### src/rtl/ssg_pkg.sv
// ssg_pkg: shared types and helpers for the SSG channel mixer.
//   state_t     : mixer frame state (IDLE / ACCUM / DONE)
//   idx_width   : width of the channel index for a given channel count
//   acc_width   : accumulator width that holds the full unscaled sum
//   saturate    : clamp a value to the largest OUT_W-bit unsigned number
//   exceeds     : 1 when a value does not fit in OUT_W unsigned bits
package ssg_pkg;

    typedef enum logic [1:0] {
        IDLE  = 2'd0,
        ACCUM = 2'd1,
        DONE  = 2'd2
    } state_t;

    function automatic int idx_width(input int channels);
        return (channels > 1) ? $clog2(channels) : 1;
    endfunction

    // One extra bit over sample_w + log2(channels) so the sum never wraps.
    function automatic int acc_width(input int sample_w, input int channels);
        return sample_w + $clog2(channels) + 1;
    endfunction

    function automatic logic [31:0] saturate(input logic [31:0] value, input int out_w);
        logic [31:0] max_val;
        max_val = (32'd1 << out_w) - 32'd1;
        return (value > max_val) ? max_val : value;
    endfunction

    function automatic logic exceeds(input logic [31:0] value, input int out_w);
        return value > ((32'd1 << out_w) - 32'd1);
    endfunction

endpackage

### src/rtl/ssg_volume_scaler.sv
// ssg_volume_scaler: combinational volume scaling of one channel sample.
//   sample : unsigned channel sample (SAMPLE_W bits)
//   vol    : volume register value; gain is (vol+1)/2^VOL_W
//   term   : scaled sample, (sample * (vol+1)) >> VOL_W, SAMPLE_W bits
module ssg_volume_scaler #(
    parameter int SAMPLE_W = 6,
    parameter int VOL_W    = 4
) (
    input  logic [SAMPLE_W-1:0] sample,
    input  logic [VOL_W-1:0]    vol,
    output logic [SAMPLE_W-1:0] term
);

    localparam int PROD_W = SAMPLE_W + VOL_W + 1;

    logic [PROD_W-1:0] gain;
    logic [PROD_W-1:0] prod;

    assign gain = PROD_W'(vol) + PROD_W'(1);
    assign prod = PROD_W'(sample) * gain;

    // Gain never exceeds 1.0, so the shifted product always fits SAMPLE_W bits.
    assign term = SAMPLE_W'(prod >> VOL_W);

endmodule

### src/rtl/ssg_mixer.sv
// ssg_mixer: time-multiplexed, volume-controlled, saturating N-channel mixer.
//   CLK, RST    : clock and synchronous active-high reset
//   Samples     : packed channel samples, channel k at [k*SAMPLE_W +: SAMPLE_W]
//   ChanEnable  : per-channel enable (0 = channel contributes nothing)
//   Start       : begins one mix frame when idle
//   VolWE/VolAddr/VolData : volume register write port, usable at any time
//   BUSY        : frame in progress (ACCUM or DONE)
//   WaveOut     : saturated mix result, held between frames
//   Valid       : one-cycle pulse marking a fresh WaveOut
//   Clip        : set with WaveOut when the frame saturated
//   Overrun     : one-cycle pulse after a Start that arrived while busy
module ssg_mixer
    import ssg_pkg::*;
#(
    parameter int CHANNELS = 4,
    parameter int SAMPLE_W = 6,
    parameter int VOL_W    = 4,
    parameter int OUT_W    = 8
) (
    input  logic                           CLK,
    input  logic                           RST,
    input  logic [CHANNELS*SAMPLE_W-1:0]   Samples,
    input  logic [CHANNELS-1:0]            ChanEnable,
    input  logic                           Start,
    input  logic                           VolWE,
    input  logic [idx_width(CHANNELS)-1:0] VolAddr,
    input  logic [VOL_W-1:0]               VolData,
    output logic                           BUSY,
    output logic [OUT_W-1:0]               WaveOut,
    output logic                           Valid,
    output logic                           Clip,
    output logic                           Overrun
);

    localparam int IDX_W = idx_width(CHANNELS);
    localparam int ACC_W = acc_width(SAMPLE_W, CHANNELS);
    localparam logic [IDX_W-1:0] LAST_IDX = IDX_W'(CHANNELS - 1);

    state_t               state_q, state_d;
    logic [IDX_W-1:0]     idx_q;
    logic [ACC_W-1:0]     acc_q, acc_next;
    logic [SAMPLE_W-1:0]  samp_q [CHANNELS];
    logic [CHANNELS-1:0]  en_q;
    logic [VOL_W-1:0]     vol_q  [CHANNELS];
    logic [SAMPLE_W-1:0]  term;
    logic [OUT_W-1:0]     wave_q;
    logic                 clip_q;
    logic                 overrun_q;

    // One scaler shared by all channels; idx_q selects the channel each cycle.
    // The volume register is read before any same-cycle write lands, so a
    // write to the channel being accumulated takes effect next frame.
    ssg_volume_scaler #(
        .SAMPLE_W (SAMPLE_W),
        .VOL_W    (VOL_W)
    ) u_scaler (
        .sample (samp_q[idx_q]),
        .vol    (vol_q[idx_q]),
        .term   (term)
    );

    always_comb begin
        acc_next = acc_q;
        if (en_q[idx_q]) begin
            acc_next = acc_q + ACC_W'(term);
        end
    end

    always_comb begin
        state_d = state_q;
        case (state_q)
            IDLE:    if (Start) state_d = ACCUM;
            ACCUM:   if (idx_q == LAST_IDX) state_d = DONE;
            DONE:    state_d = IDLE;
            default: state_d = IDLE;
        endcase
    end

    always_ff @(posedge CLK) begin
        if (RST) begin
            state_q <= IDLE;
        end else begin
            state_q <= state_d;
        end
    end

    always_ff @(posedge CLK) begin
        if (RST) begin
            idx_q     <= '0;
            acc_q     <= '0;
            wave_q    <= '0;
            clip_q    <= 1'b0;
            overrun_q <= 1'b0;
            for (int k = 0; k < CHANNELS; k++) begin
                vol_q[k] <= '1;
            end
        end else begin
            overrun_q <= Start && (state_q != IDLE);

            // Address decode by loop: indices >= CHANNELS simply match nothing.
            for (int k = 0; k < CHANNELS; k++) begin
                if (VolWE && (VolAddr == IDX_W'(k))) begin
                    vol_q[k] <= VolData;
                end
            end

            case (state_q)
                IDLE: begin
                    if (Start) begin
                        for (int k = 0; k < CHANNELS; k++) begin
                            samp_q[k] <= Samples[k*SAMPLE_W +: SAMPLE_W];
                        end
                        en_q  <= ChanEnable;
                        acc_q <= '0;
                        idx_q <= '0;
                    end
                end
                ACCUM: begin
                    acc_q <= acc_next;
                    idx_q <= idx_q + IDX_W'(1);
                    // Output is registered on the final add so that it is
                    // already visible while DONE raises Valid.
                    if (idx_q == LAST_IDX) begin
                        wave_q <= OUT_W'(saturate(32'(acc_next), OUT_W));
                        clip_q <= exceeds(32'(acc_next), OUT_W);
                    end
                end
                default: ;
            endcase
        end
    end

    assign BUSY    = (state_q != IDLE);
    assign Valid   = (state_q == DONE);
    assign WaveOut = wave_q;
    assign Clip    = clip_q;
    assign Overrun = overrun_q;

endmodule
### config.mk
export PLATFORM = sky130hd
export DESIGN_NAME = ssg_mixer
export DESIGN_NICKNAME = d
export VERILOG_FILES = /design/src/rtl/ssg_pkg.sv /design/src/rtl/ssg_volume_scaler.sv /design/src/rtl/ssg_mixer.sv
export SDC_FILE = /design/constraint.sdc
export NUM_CORES = 1
export LEC_CHECK = 0
export BUFFER_PORTS_ARGS = -buffer_cell sky130_fd_sc_hd__buf_2
export CORE_MARGIN = 2
export CORE_UTILIZATION = 51
export CTS_BUF_LIST = sky130_fd_sc_hd__clkbuf_4
export DETAILED_ROUTE_END_ITERATION = 12
export GPL_TIMING_DRIVEN = 1
export PLACE_DENSITY = 0.72
export SYNTH_ARGS = -nofsm -noshare
export SYNTH_HDL_FRONTEND = slang
export SYNTH_HIERARCHICAL = 1
export SYNTH_SLANG_ARGS = --single-unit
export TNS_END_PERCENT = 50
### constraint.sdc
create_clock -name CLK -period 7.2 [get_ports CLK]
set_input_delay 0.36 -clock CLK [delete_from_list [all_inputs] [get_ports CLK]]
set_output_delay 0.36 -clock CLK [all_outputs]
set_load 0.01 [all_outputs]
### Word level (Yosys, flattened, before mapping)

Memories as Yosys holds them, arrays and structs flattened. A register that Yosys moved wholly into a read port is not among the register bits.
Index checks and enable logic that the tools add are counted.

* bitwise operators: 5
* shift-type cells: 0
* equal/unequal tests: 8
* reduce and logical (&&, ||, !) cells: 13
* $add $sub $neg: 3
* multiply operators: 1
* divide/modulo/power cells: 0
* multiplexer cells: 37
* $lt $le $gt $ge: 2

Operators with widths (count)
* 1-bit 2-to-1 mux: 19
* 9-bit 2-to-1 mux: 2
* 9-bit case mux with 2 select lines: 1
* 4-bit 2-to-1 mux: 4
* 2-bit 2-to-1 mux: 7
* 6-bit by 11-bit multiplier with 10-bit output: 1
* 9-bit by 6-bit adder with 9-bit output: 1
* 9-bit by 8-bit > comparator with 1-bit output, second input constant: 1
* 2-bit equality test, second input constant: 4
* 8-bit 2-to-1 mux: 1
* 2-bit case mux with 2 select lines: 2
* 2-bit AND reduction: 3
* 4-bit by 1-bit adder with 5-bit output, second input constant: 1
* 1-bit logical AND: 5
* 2-bit by 1-bit equality test with 1-bit output, second input constant: 2
* 2-bit logical NOT: 2
* 2-bit inequality test, second input constant: 2
* 1-bit bitwise OR: 4
* 2-bit nonzero test: 2
* 2-bit by 3-bit < comparator with 1-bit output, second input constant: 1
* 3-bit AND reduction: 1
* 2-bit by 1-bit adder with 2-bit output, second input constant: 1
* 1-bit binary-select mux with 2-bit select: 1
* 1-bit NOT: 1

* output and inout port bits: 12
* latch bits: 0
* bits in read-only memories: 0
* input bits: 38
* memories kept: 2
* register bits: 27
* logic and storage cells: 78
* bits in writable memories: 40

Memories
* samp_q: words 4, width 6, read ports 1, clocked after memory_dff 1, write ports 4, RTL line ssg_mixer.sv:42 `logic [SAMPLE_W-1:0] samp_q [CHANNELS];`
* vol_q: words 4, width 4, read ports 1, clocked after memory_dff 1, write ports 4, RTL line ssg_mixer.sv:44 `logic [VOL_W-1:0] vol_q [CHANNELS];`

### Longest topological paths before layout

Gate-level depths: netlist (run 1).

* depth in word-level cells: 6
* mapped depth: 23
* gate-level depth less buffers: 22

### By module

Netlist (run 1), hierarchy kept.

Modules (own cells, without submodules)
* ssg_mixer: area an instance 3090.5 um^2, instances 1, cells each 235, sequential area each 1821.7 um^2
* ssg_volume_scaler: area an instance 870.8 um^2, instances 1, cells each 102, sequential area each 0.0 um^2

### Worst setup path after synthesis (run 1)

Ideal clock, no wire load.

* kind: reg-to-reg
* start point: register with a tool-made name
* end point: register wave_q[1] (netlist: WaveOut[1])
* setup slack: 1.400 ns
* clock period less this slack: 5.800 ns
* data required time: 7.066 ns
* buffers on the path: 1
* cell stages (with the launch flop): 23
* setup time: 0.134 ns
* arrival time: 5.666 ns
* cells stage by stage: dfxtp_1 buf_2 mux4_2 ha_1 xor2_1 and2_1 fa_1 fa_1 inv_1 fa_1 inv_1 ha_1 nand4_2 o211ai_4 a31oi_1 xnor2_1 ha_1 a21o_1 a21oi_1 a21oi_2 or2_4 a21oi_4 a311oi_1

RTL lines
* to (signal assigned): RTL line ssg_mixer.sv:124 `wave_q <= OUT_W'(saturate(32'(acc_next), OUT_W));`
* to (decl): RTL line ssg_mixer.sv:46 `logic [OUT_W-1:0] wave_q;`

==> flow_summary.yaml, run 1 <==
layout:
  area_delta_synth_final_pct: 11.18
  area.sequential_um2: 1822
  finalInstanceArea_um2: 4404
  final_util_pct: 57.89
  fin_nets: 460
  final_common_cell: "buf_2"
  fillers: 648
  final-instance-count-excl-fill: 494
  antenna_cells: 0
  multi_input_area_um2: 1998
  final_cell_mix: "buf_2, edfxtp_1, nand2_1, dfxtp_1, ha_1"
  layout-drive-gt1-share_pct: 24.74
clock_tree:
  clock_latency_ns: 0.40
  h-tree-depth: 3
  tritoncts: "done"
  path_clk_slew_ns: 0.12
  ctsResizeCount: 0
  cts-root-buf: "clkbuf_4"
  cts_buffers: 9
  clock_sinks: 69
  post-cts-setup-buffers: 0
  holdBufCountCts: 0
  clockBufferDepth: 2
global_route:
  track_usage_pct: 18.43
  grt_use_met1_pct: 23.73
  grt_overflow: 0
  grt_first_pass_wirelength_mm: 12.14
  met2_usage_pct: 29.90
  first_global_vias: 2641
  grt_start_max_net_pins: 30
  grt_busiest_layer: "met2"
  antenna_found_initial: 0
  grtUsageMet3_pct: 4.930
setup_path:
  slowest_delay_ns: 0.74
  worstPathRequired_ns: 7.48
  critPathBufInv: 2
  critPathKind: "reg2reg"
  critical_path.top_delay_family: "adder cells"
  path_cells: "mux4_2 -> ha_1 -> xor2_1 -> and2_1 -> fa_1 -> fa_1 -> inv_1 -> fa_1 -> inv_1 -> ha_1 -> nand4_2 -> o211ai_4 -> a31oi_1 -> xnor2_1 -> ha_1 -> a21o_1 -> a21oi_1 -> a21oi_2 -> or2_4 -> a21oi_4 -> a311oi_1"
  start_kind: "flop"
  cp.arrival_ns: 6.68
  path_max_fanout: 10
  cp-end-kind: "flop"
  critPathSlowestCell: "dfxtp_1"
synth:
  synth_top_area_share_pct: 33.35
  seq_area_frac_synth_pct: 45.99
  ys_async_sr_fraction_pct: 0
  postSynthAreaPerCell_um2: 11.75
  synth_edf_count: 44
  syn-num-nets: 410
  yosysWarnings: 6
  yosysTopAreaCell: "edfxtp_1"
  synthCells: 337
  ys_top_cells_by_area: "edfxtp_1, dfxtp_1, ha_1, mux4_2, fa_1"
  synthFlopType: "edfxtp_1"
  syn_area_um2: 3961
  ys_types: 50
  ys_seq_elements: 69
sta:
  setup_viol: 0
  drv_slew: 0
  rsz0062_at_grt: "false"
  fin_setup_tns_ns: 0
  max_freq_mhz: 156.2
  tightest_slew_ns: 1.200
  timing.final.hold_violations: 0
  worst_slack_ns: 0.7967
  hold_ws_ns: 0.1203
  fin_crit_ns: 6.403
  finClkSkew_ns: 0.01936
  maxSlewHeadroom_pct: 19.90
  fin_crit_sh_pct: 88.93
placement:
  port_buffers: 49
  dp_hpwl_mm: 5.520
  placedCellCount: 478
  dpl-instance-area_um2: 4275
  place.gp.congestion: 0.8543
  dp_slack_ns: 0.7902
detailed_routing:
  via_per_inst: 5.344
  firstDrtPassIters: 4
  ant_nets: 0
  remaining_drc_errors: 0
  num_vias: 2640
  routed_wl_mm: 7.261
  wl_per_cell_um: 14.70
  drt_iter0_markers: 133
die:
  die_area_um2: 8488
  die_w_um: 92.13
  start_util_pct: 52.07
  ios: 50
  coreArea_um2: 7607
  dieHeight_um: 92.13
  rows: 32
power_and_ir_drop:
  vdd_drop_max_v: 0.0001144
  leakage_nw: 1.784
  p_per_area_nw_per_um2: 267.4
  finalPower_mw: 1.178
status:
  status: "complete, no violations"
run:
  max_cap_violations: 0
worst_hold_path:
  hold_path_class: "in2reg"
[state kept, by name (all words and copies together), names as in the netlist, named ones only]
name     count
acc_q        9
idx_q        2
en_q         4
samp_q      24
WaveOut      8
Clip         1
state_q      2
Overrun      1
vol_q       16
[worst reg2reg max path, cell delays in order, from the launching register on]
cell      delay [ns]
dfxtp_1         0.74
mux4_2          0.66
ha_1            0.25
xor2_1          0.36
and2_1          0.21
fa_1            0.44
fa_1            0.56
inv_1           0.06
fa_1            0.52
inv_1           0.04
ha_1            0.34
nand4_2         0.17
o211ai_4        0.22
a31oi_1         0.12
xnor2_1         0.14
ha_1            0.35
a21o_1          0.18
a21oi_1         0.21
a21oi_2         0.10
or2_4           0.25
a21oi_4         0.25
a311oi_1        0.13
[synthesized netlist by cell type (6+ instances only)]
cell / n
edfxtp_1: 44
nand2_1: 28
dfxtp_1: 25
ha_1: 24
nor2_1: 23
inv_1: 22
nand2b_1: 20
and2_1: 11
fa_1: 11
mux4_2: 11
o21ai_0: 10
xnor2_1: 10
a211oi_1: 8
a21oi_1: 8
mux2i_1: 6
or2_2: 6
[cell families after synthesis]
family                   count (synthesis)  synth area share, %
AND/OR/NAND/NOR                        113                15.19
flip-flops                              69                45.99
AO/OA/AOI/OAI                           53                10.04
adder cells (fa/ha/maj)                 35                13.14
buffers and inverters                   32                3.632
multiplexers                            21                8.907
XOR/XNOR                                14                3.095
[cell type report]
| cell class | count | share of cell area (%) |
|---|---|---|
| multi-input combinational | 236 | 45.37 |
| tap | 102 | 2.898 |
| sequential | 69 | 41.36 |
| timing repair buffer | 49 | 5.568 |
| clock buffer | 10 | 1.705 |
| clock inverter | 6 | 1.222 |
| inverter | 22 | 1.875 |
[where the power goes]
group          internal (mW)  total [mW]  leakage [nW]  switching, mW
clock network          0.106       0.238        0.0689          0.132
registers              0.443       0.459         0.619         0.0158
logic                  0.212       0.481          1.10          0.269
[worst paths after layout]
path / startpoint / to / slack [ns] / cells past startpoint
setup / recovery: flop / WaveOut[0] / 0.80 / 21
hold / removal: Samples[9] / samp_q[1][3] / 0.12 / 1
setup reg to reg: flop / WaveOut[0] / 0.80 / 21
hold reg to reg: WaveOut[6] / WaveOut[6] / 0.48 / 2
[per-layer routing]
layer	share of wire, %	vias to the layer above	routed length, µm
met5	0	-	0
li1	-	1308	-
met2	49	67	3585
met1	45	1255	3241
met3	4.5	10	325
met4	1.5	0	109
No activity file was read; power rests on OpenSTA's default activity.
==> run 2, diff against run 1 <==
GPL_TIMING_DRIVEN = 0   (was 1)
PLACE_DENSITY = 0.79   (was 0.72)
==> run 2 against run 1 <==
Critical path depth rose by 1. First-iteration DRC count fell by 37%. Final area rose by 1.6%. Via count rose by 2.5%. Critical path type unchanged. Sequential share of layout area fell by 0.64 points. Highest routed layer unchanged.
==> flow_summary.yaml, run 2 (synthesis results as in run 1) <==
setup_path:
  cp-end-kind: "flop"
  worstPathRequired_ns: 7.51
  cp.arrival_ns: 6.63
  r2r_cells: 22
  rrSetupSlack_ns: 0.88
  start_kind: "flop"
  path_max_fanout: 10
  r2r_end: "WaveOut[6]"
  critical_path.top_delay_family: "adder cells"
  critPathBufInv: 3
  path_cells: "buf_2 -> mux4_2 -> ha_1 -> xor2_1 -> and2_1 -> fa_1 -> fa_1 -> inv_1 -> fa_1 -> inv_1 -> ha_1 -> nand4_2 -> o211ai_4 -> a31oi_1 -> xnor2_1 -> ha_1 -> a21o_1 -> a21oi_1 -> a21oi_1 -> mux2_2 -> o211ai_1 -> a21oi_1"
  critPathKind: "reg2reg"
  slowest_delay_ns: 0.65
  critPathSlowestCell: "mux4_2"
layout:
  fillers: 654
  final-instance-count-excl-fill: 505
  area_delta_synth_final_pct: 12.92
  largest-register: "samp_q"
  finalInstanceArea_um2: 4473
  final_util_pct: 58.80
  antenna_cells: 0
  top_regs: "samp_q x24, vol_q x16, acc_q x9"
  final_common_cell: "buf_2"
  fin_nets: 471
  final_cell_mix: "buf_2, edfxtp_1, nand2_1, dfxtp_1, ha_1"
  largest_register_ffs: 24
  layout-drive-gt1-share_pct: 26.30
global_route:
  grt_first_pass_wirelength_mm: 12.43
  antenna_found_initial: 0
  first_global_vias: 2699
  grt_start_max_net_pins: 16
  track_usage_pct: 18.87
  grt_overflow: 0
sta:
  setup_viol: 0
  timing.final.hold_violations: 0
  rsz0062_at_grt: "false"
  worst_slack_ns: 0.8830
  tightest_slew_ns: 0.6297
  maxSlewHeadroom_pct: 57.97
  fin_crit_sh_pct: 87.74
  fin_crit_ns: 6.317
  max_freq_mhz: 158.3
  hold_ws_ns: 0.1028
  fin_setup_tns_ns: 0
  drv_slew: 0
  finClkSkew_ns: 0.02557
die:
  die_area_um2: 8488
  ios: 50
  start_util_pct: 52.07
  dieHeight_um: 92.13
  coreArea_um2: 7607
  die_w_um: 92.13
  rows: 32
power_and_ir_drop:
  leakage_nw: 1.824
  finalPower_mw: 1.177
  p_per_area_nw_per_um2: 263.1
  seqPwrFrac_pct: 38.6
  swShare_pct: 37.41
  vdd_drop_max_v: 0.0001792
  p_sw_uw: 440.2
  clkPwrFrac_pct: 19.1
  p_int_uw: 736.6
  p_comb_share_pct: 42.3
placement:
  place.gp.congestion: 0.8687
  dp_slack_ns: 0.8435
  dpl-instance-area_um2: 4352
  dp_hpwl_mm: 5.712
  placedCellCount: 489
  port_buffers: 49
run:
  max_cap_violations: 0
clock_tree:
  holdBufCountCts: 0
  clock_sinks: 69
  cts-root-buf: "clkbuf_4"
  h-tree-depth: 3
  cts_buffers: 9
  tritoncts: "done"
  ctsResizeCount: 0
  post-cts-setup-buffers: 0
  path_clk_slew_ns: 0.14
  clockBufferDepth: 2
  clock_latency_ns: 0.42
detailed_routing:
  routed_wl_mm: 7.389
  remaining_drc_errors: 0
  via_per_inst: 5.358
  num_vias: 2706
  wl_per_cell_um: 14.63
  drt_iter0_markers: 84
  ant_nets: 0
  firstDrtPassIters: 4
worst_hold_path:
  min_path_cells: 1
  hold_path_class: "in2reg"
  holdCritStartpoint: "Samples[13]"
  hold_end: "samp_q[2][1]"
status:
  status: "complete, no violations"
-- run 2: changes by cell type in the layout (fill, tap and decap cells not counted) --
cell	change
clkinv_2	-1
buf_6	+2
bufinv_16	-1
clkinv_1	-3
clkinv_4	+2
buf_1	+1
clkbuf_1	+4
inv_4	+2
buf_4	+2
inv_6	+1
buf_2	+1
buf_8	+1
-- run 2: worst max path at each step --
stage	cells past startpoint	to	start	slack, ns
2_1_floorplan	22	WaveOut[1]	flop	1.40
3_3_place_gp	22	WaveOut[1]	flop	0.92
3_5_place_dp	22	WaveOut[0]	flop	0.84
4_1_cts	22	WaveOut[6]	flop	0.83
5_1_grt	22	WaveOut[0]	flop	0.47
6_report	22	WaveOut[6]	flop	0.88
-- run 2: layout make-up --
| type | instances | area [µm²] | area share, % |
|---|---|---|---|
| Multi-Input combinational cell | 236 | 1998 | 44.67 |
| Sequential cell | 69 | 1822 | 40.73 |
| Timing Repair Buffer | 50 | 260.3 | 5.818 |
| Tap cell | 102 | 127.6 | 2.853 |
| Inverter | 22 | 82.58 | 1.846 |
| Clock buffer | 10 | 75.07 | 1.678 |
| Buffer | 10 | 61.31 | 1.371 |
| Clock inverter | 6 | 46.29 | 1.035 |
-- run 2: power by group through the flow --
stage | Sequential [mW] | Clock [mW] | Combinational [mW]
4_1_cts | 0.454 | 0.233 | 0.497
3_3_place_gp | 0.462 | 0 | 0.474
2_1_floorplan | 0.460 | 0 | 0.394
6_report | 0.454 | 0.225 | 0.498
5_1_grt | 0.457 | 0.250 | 0.564
3_5_place_dp | 0.463 | 0 | 0.490
-- run 2: metal layers --
metal  routed length, µm  share of wire (%)  vias to the layer above  track usage (%)
met4                 131                1.8                        0            7.338
li1                    -                  -                     1338                -
met3                 293                4.0                       13            3.698
met5                   0                  0                        -                0
met1                3250                 44                     1286            24.69
met2                3713                 50                       69            31.13
-- run 2: worst reg2reg max path, stage by stage (launching register included) --
cell and delay [ns]:
dfxtp_1 0.32, buf_2 0.32, mux4_2 0.65, ha_1 0.26, xor2_1 0.40, and2_1 0.21, fa_1 0.44, fa_1 0.54
inv_1 0.05, fa_1 0.53, inv_1 0.04, ha_1 0.34, nand4_2 0.16, o211ai_4 0.22, a31oi_1 0.12, xnor2_1 0.14
ha_1 0.38, a21o_1 0.14, a21oi_1 0.09, a21oi_1 0.25, mux2_2 0.38, o211ai_1 0.17, a21oi_1 0.08
